==> src/rtl/pool_window_addr_gen.sv <==
// 2x2 stride-2 pooling window address walker over stacked feature maps.
// Emits the four window addresses per valid/ready beat, pulses done at end.
module pool_window_addr_gen #(
  parameter  int MAP_W     = 8,
  parameter  int MAP_H     = 8,
  parameter  int CHANNELS  = 1,
  parameter  int ADDR_W    = 6,
  parameter  int BASE_ADDR = 0,
  localparam int CH_W      = (CHANNELS > 1) ? $clog2(CHANNELS) : 1
) (
  input  logic              clk,
  input  logic              reset,
  input  logic              start,
  input  logic              out_ready,
  output logic              out_valid,
  output logic [ADDR_W-1:0] addr0,
  output logic [ADDR_W-1:0] addr1,
  output logic [ADDR_W-1:0] addr2,
  output logic [ADDR_W-1:0] addr3,
  output logic [CH_W-1:0]   chan,
  output logic              last_win,
  output logic              busy,
  output logic              done
);

  localparam int COLS = MAP_W / 2;
  localparam int ROWS = MAP_H / 2;
  localparam int CW   = (COLS > 1) ? $clog2(COLS) : 1;
  localparam int RW   = (ROWS > 1) ? $clog2(ROWS) : 1;

  localparam logic [ADDR_W-1:0] A0 = ADDR_W'(BASE_ADDR);
  localparam logic [ADDR_W-1:0] A1 = ADDR_W'(BASE_ADDR + 1);
  localparam logic [ADDR_W-1:0] A2 = ADDR_W'(BASE_ADDR + MAP_W);
  localparam logic [ADDR_W-1:0] A3 = ADDR_W'(BASE_ADDR + MAP_W + 1);
  localparam logic [ADDR_W-1:0] STEP_K = ADDR_W'(2);
  localparam logic [ADDR_W-1:0] STEP_R = ADDR_W'(MAP_W + 2);

  localparam logic [CW-1:0]   C_MAX  = CW'(COLS - 1);
  localparam logic [RW-1:0]   R_MAX  = RW'(ROWS - 1);
  localparam logic [CH_W-1:0] CH_MAX = CH_W'(CHANNELS - 1);

  typedef enum logic [1:0] {
    S_IDLE,
    S_RUN,
    S_DONE
  } state_t;

  state_t            r_state;
  logic [ADDR_W-1:0] r_a0, r_a1, r_a2, r_a3;
  logic [CW-1:0]     r_col;
  logic [RW-1:0]     r_row;
  logic [CH_W-1:0]   r_chan;
  logic              r_valid, r_last, r_busy, r_done;

  logic              w_col_end, w_row_end, w_chan_end, w_final, w_accept;
  logic [ADDR_W-1:0] w_step;
  logic [CW-1:0]     w_col_nxt;
  logic [RW-1:0]     w_row_nxt;
  logic [CH_W-1:0]   w_chan_nxt;
  logic              w_last_nxt;

  assign w_col_end  = (r_col == C_MAX);
  assign w_row_end  = (r_row == R_MAX);
  assign w_chan_end = (r_chan == CH_MAX);
  assign w_final    = w_col_end && w_row_end && w_chan_end;
  assign w_accept   = r_valid && out_ready;

  // End of a window row skips the odd row; this also lands on the next channel.
  assign w_step     = w_col_end ? STEP_R : STEP_K;
  assign w_col_nxt  = w_col_end ? '0 : r_col + CW'(1);
  assign w_row_nxt  = !w_col_end ? r_row :
                      (w_row_end ? '0 : r_row + RW'(1));
  assign w_chan_nxt = !(w_col_end && w_row_end) ? r_chan :
                      (w_chan_end ? '0 : r_chan + CH_W'(1));
  assign w_last_nxt = (w_col_nxt == C_MAX) && (w_row_nxt == R_MAX);

  always_ff @(posedge clk or posedge reset) begin
    if (reset) begin
      r_state <= S_IDLE;
      r_a0    <= A0;
      r_a1    <= A1;
      r_a2    <= A2;
      r_a3    <= A3;
      r_col   <= '0;
      r_row   <= '0;
      r_chan  <= '0;
      r_valid <= 1'b0;
      r_last  <= 1'b0;
      r_busy  <= 1'b0;
      r_done  <= 1'b0;
    end else begin
      r_done <= 1'b0;
      unique case (r_state)
        S_IDLE: begin
          if (start) begin
            r_state <= S_RUN;
            r_valid <= 1'b1;
            r_busy  <= 1'b1;
            r_last  <= (COLS == 1) && (ROWS == 1);
          end
        end
        S_RUN: begin
          if (w_accept && w_final) begin
            r_state <= S_DONE;
            r_valid <= 1'b0;
            r_last  <= 1'b0;
            r_done  <= 1'b1;
            r_a0    <= A0;
            r_a1    <= A1;
            r_a2    <= A2;
            r_a3    <= A3;
            r_col   <= '0;
            r_row   <= '0;
            r_chan  <= '0;
          end else if (w_accept) begin
            r_a0    <= r_a0 + w_step;
            r_a1    <= r_a1 + w_step;
            r_a2    <= r_a2 + w_step;
            r_a3    <= r_a3 + w_step;
            r_col   <= w_col_nxt;
            r_row   <= w_row_nxt;
            r_chan  <= w_chan_nxt;
            r_last  <= w_last_nxt;
          end
        end
        S_DONE: begin
          r_state <= S_IDLE;
          r_busy  <= 1'b0;
        end
        default: begin
          r_state <= S_IDLE;
          r_valid <= 1'b0;
          r_busy  <= 1'b0;
        end
      endcase
    end
  end

  assign out_valid = r_valid;
  assign addr0     = r_a0;
  assign addr1     = r_a1;
  assign addr2     = r_a2;
  assign addr3     = r_a3;
  assign chan      = r_chan;
  assign last_win  = r_last;
  assign busy      = r_busy;
  assign done      = r_done;

endmodule
==> config.mk <==
export PLATFORM = sky130hd
export DESIGN_NAME = pool_window_addr_gen
export DESIGN_NICKNAME = d
export VERILOG_FILES = /design/src/rtl/pool_window_addr_gen.sv
export SDC_FILE = /design/constraint.sdc
export NUM_CORES = 1
export LEC_CHECK = 0
export CAP_MARGIN = 20
export CORE_UTILIZATION = 45
export DETAILED_ROUTE_END_ITERATION = 8
export PLACE_DENSITY = 0.71
export SYNTH_ARGS = -nofsm -noshare
export SYNTH_HDL_FRONTEND = slang
export SYNTH_SLANG_ARGS = --single-unit
==> constraint.sdc <==
create_clock -name clk -period 3.77 [get_ports clk]
set_input_delay 0.754 -clock clk [delete_from_list [all_inputs] [get_ports clk]]
set_output_delay 0.754 -clock clk [all_outputs]
set_load 0.02 [all_outputs]
==> flow_summary_export.csv <==
group,metric,value,unit
outcome,status,"finished clean",
placed_design,io_buffer_count,29,
worst_setup_path,cp-endpoint,"addr0[5]",
logic_synthesis,ys_seq_area_frac,0.454,
routing,drc,0,
cells_and_area,antennaDiodeCount,0,
clocking,clkTransAtPathRegs,0.07,ns
floorplan,core,0.00366,sq mm
sta,finalCritPeriodShare,0.596,
grt,grt_max_degree,27,
cells_and_area,drive_gt1_frac,0.0900,
sta,period_minus_slack,2.25,ns
worst_setup_path,startpoint,"r_col[1]",
grt,overflow,0,
logic_synthesis,synth_warnings,0,
clocking,cts_buffers,5,
flow_run,max_cap_viol_count,0,
floorplan,io_pins,33,
power,p_per_area,947,mW/mm^2
sta,final_max_slew_viol_count,0,
routing,dr_wl_met2,1.80,mm
routing,vias,1434,
floorplan,die_w,63.8,um
routing,drtIter0Drc,73,
sta,grt_setup_unrepaired,"no",
logic_synthesis,synth.distinct_cells,40,
sta,slew_headroom,0.611,
logic_synthesis,synth_top_cell_by_area,"dfrtp_1",
sta,hold_viol,0,
routing,viasPerCell,5.54,
worst_setup_path,arrival,2.42,ns
routing,wl_per_cell,14.7,um
logic_synthesis,synth_most_common_cell,"dfrtp_1",
floorplan,num_rows,22,
placed_design,hpwlAfterDp,2.57,mm
power,irDropWorstVdd,0.000484,V
sta,tns,0,ns
logic_synthesis,synthFlopType,"dfrtp_1",
sta,max_clock_freq,445,MHz
placed_design,placed_cell_area,0.00201,sq mm
logic_synthesis,syn_area_per_cell,9.38,sq um
cells_and_area,finalNetCount,224,
worst_setup_path,ff2ff_setup_slack,1.52,ns
clocking,cts_resized,0,
logic_synthesis,syn_area,0.00172,sq mm
grt,grt_first_pass_wirelength,6.71,mm
worst_setup_path,r2r_end,"addr0[5]",
routing,wl_met1,1.81,mm
clocking,cts_hold_buf,0,
logic_synthesis,yosys.area.top_type_share,0.408,
grt,grt_usage,0.218,
worst_setup_path,endpoint_kind,"register",
clocking,cts_tree,"done",
worst_setup_path,critical_path_class,"register to register",
logic_synthesis,postSynth.asyncResetShare,1.00,
cells_and_area,finish.instance_area,0.00213,sq mm
worst_setup_path,critPathLaunchType,"register",
clocking,cts.sinks,31,
routing,top_layer_used,"met4",
clocking,clk_path_buf_depth,2,
sta,finalSetupViolCount,0,
grt,antenna_found_initial,0,
worst_setup_path,crit_path_max_fanout,16,
logic_synthesis,synth-edff-count,0,
routing,dr_wl_met3,148,um
floorplan,die_y,63.8,um
grt,grt_pass1_vias,1445,
clocking,htreeDepth,2,
logic_synthesis,yosys-top-cells-area,"dfrtp_1 41%, ha_1 7.3%, nand2_1 5.7%",
power,p_leak,0.937,nW
clocking,cts_setup_buffers,0,
routing,dr.pass1.iters,4,
sta,finClkSkew,0.00426,ns
routing,antenna_left,0,
routing,wirelength,3.81,mm
sta,worst_pin_slew,0.582,ns
logic_synthesis,ys_ff_latch,31,
floorplan,initial_core_util,0.469,
logic_synthesis,ys_top_cells_by_count,"28 x dfrtp_1, 26 x nand2_1, 17 x o21ai_0",
floorplan,die_area,0.00407,sq mm
clocking,clockRootBuffer,"clkbuf_8",
placed_design,place_congestion,0.727,
worst_setup_path,cp.required,3.95,ns
worst_setup_path,reg2reg_from,"r_col[1]",
worst_setup_path,rr_worst_depth,5,
clocking,clock_latency,0.28,ns
cells_and_area,areaGrowthSynthToFinish,24.1,%
hold_path,min_path_type,"register to register",
logic_synthesis,syn_inst,183,
-- cell families (layout without fill, tap and decap cells) --
family,Yosys count,after routing,synth area share
XOR/XNOR,2,2,0.0102
adder cells (fa/ha/maj),10,10,0.0729
AO/OA/AOI/OAI,50,50,0.190
flip-flops,31,31,0.454
AND/OR/NAND/NOR,67,67,0.192
multiplexers,3,3,0.0182
buffers and inverters,19,45,0.0598
other,1,3,0.00218
-- power by group --
group / switching (mW) / leakage (nW) / internal, mW
sequential: 0.168 / 0.366 / 0.489
clock: 0.128 / 0.0612 / 0.214
combinational: 0.545 / 0.509 / 0.473
total: 0.841 / 0.937 / 1.18
-- sequential cells by signal (all words and copies together) (netlist names) --
signal and flops:
addr3 5, r_col 2, addr2 5, busy 1, addr1 6, r_state 2, out_valid 1, last_win 1
r_row 2, addr0 5, done 1
-- worst min path at each step --
stage | start | to | cells past startpoint
6_report | addr3[5] | addr3[5] | 1
5_1_grt | addr3[5] | addr3[5] | 1
4_1_cts | addr3[5] | addr3[5] | 1
3_5_place_dp | addr3[5] | addr3[5] | 1
3_3_place_gp | addr1[5] | addr1[5] | 1
2_1_floorplan | r_state[1] | busy | 1
-- critical path: stages (launching register included) --
cell and delay [ns]:
dfrtp_1 0.40, ha_1 0.53, nand2_1 0.51, nand2_2 0.37, nor2_1 0.07, a32o_1 0.26
-- final cells by class --
type,count,area (sq um)
fill,307,1530
multi-input combinational,135,842
sequential,31,779
timing repair buffer,32,313
clock buffer,6,82.6
tap,48,60.1
clock inverter,2,35.0
inverter,5,18.8
-- stage by stage --
step | instances | util | power (mW) | worst slack [ns] | hold slack [ns]
2_1_floorplan | 185 | - | 1.32 | 2.12 | 0.465
3_3_place_gp | 251 | 0.550 | 1.64 | 1.42 | 0.472
3_5_place_dp | 251 | 0.550 | 1.68 | 1.37 | 0.486
4_1_cts | 259 | 0.582 | 2.03 | 1.53 | 0.496
5_1_grt | 259 | 0.582 | 2.18 | 1.40 | 0.520
6_report | 259 | 0.582 | 2.02 | 1.52 | 0.485
-- routing by layer --
metal	track usage	vias to the layer above
met1	0.284	695
met4	0.0852	0
met3	0.0607	6
met2	0.340	33
met5	0	-
li1	-	700
-- placed cells by master, fill, tap and decap left out, drive strengths merged, types with 2 or more instances in the layout --
cell / Yosys / final
nand4: 3 / 3
inv: 5 / 5
nor2b: 8 / 8
a21oi: 6 / 6
mux2i: 2 / 2
conb: 1 / 3
nand3: 7 / 7
o21ai: 17 / 17
a31oi: 6 / 6
nand4b: 3 / 3
buf: 10 / 3
o211ai: 5 / 5
xnor2: 2 / 2
and2: 2 / 2
dfrtp: 28 / 28
clkbuf: 4 / 6
a211o: 2 / 2
a21o: 5 / 5
o31ai: 3 / 3
ha: 10 / 10
clkdlybuf4s50: 0 / 29
nand2: 27 / 27
nor3: 2 / 2
nor2: 10 / 10
dfstp: 3 / 3
(Power assumes the default switching activity.)
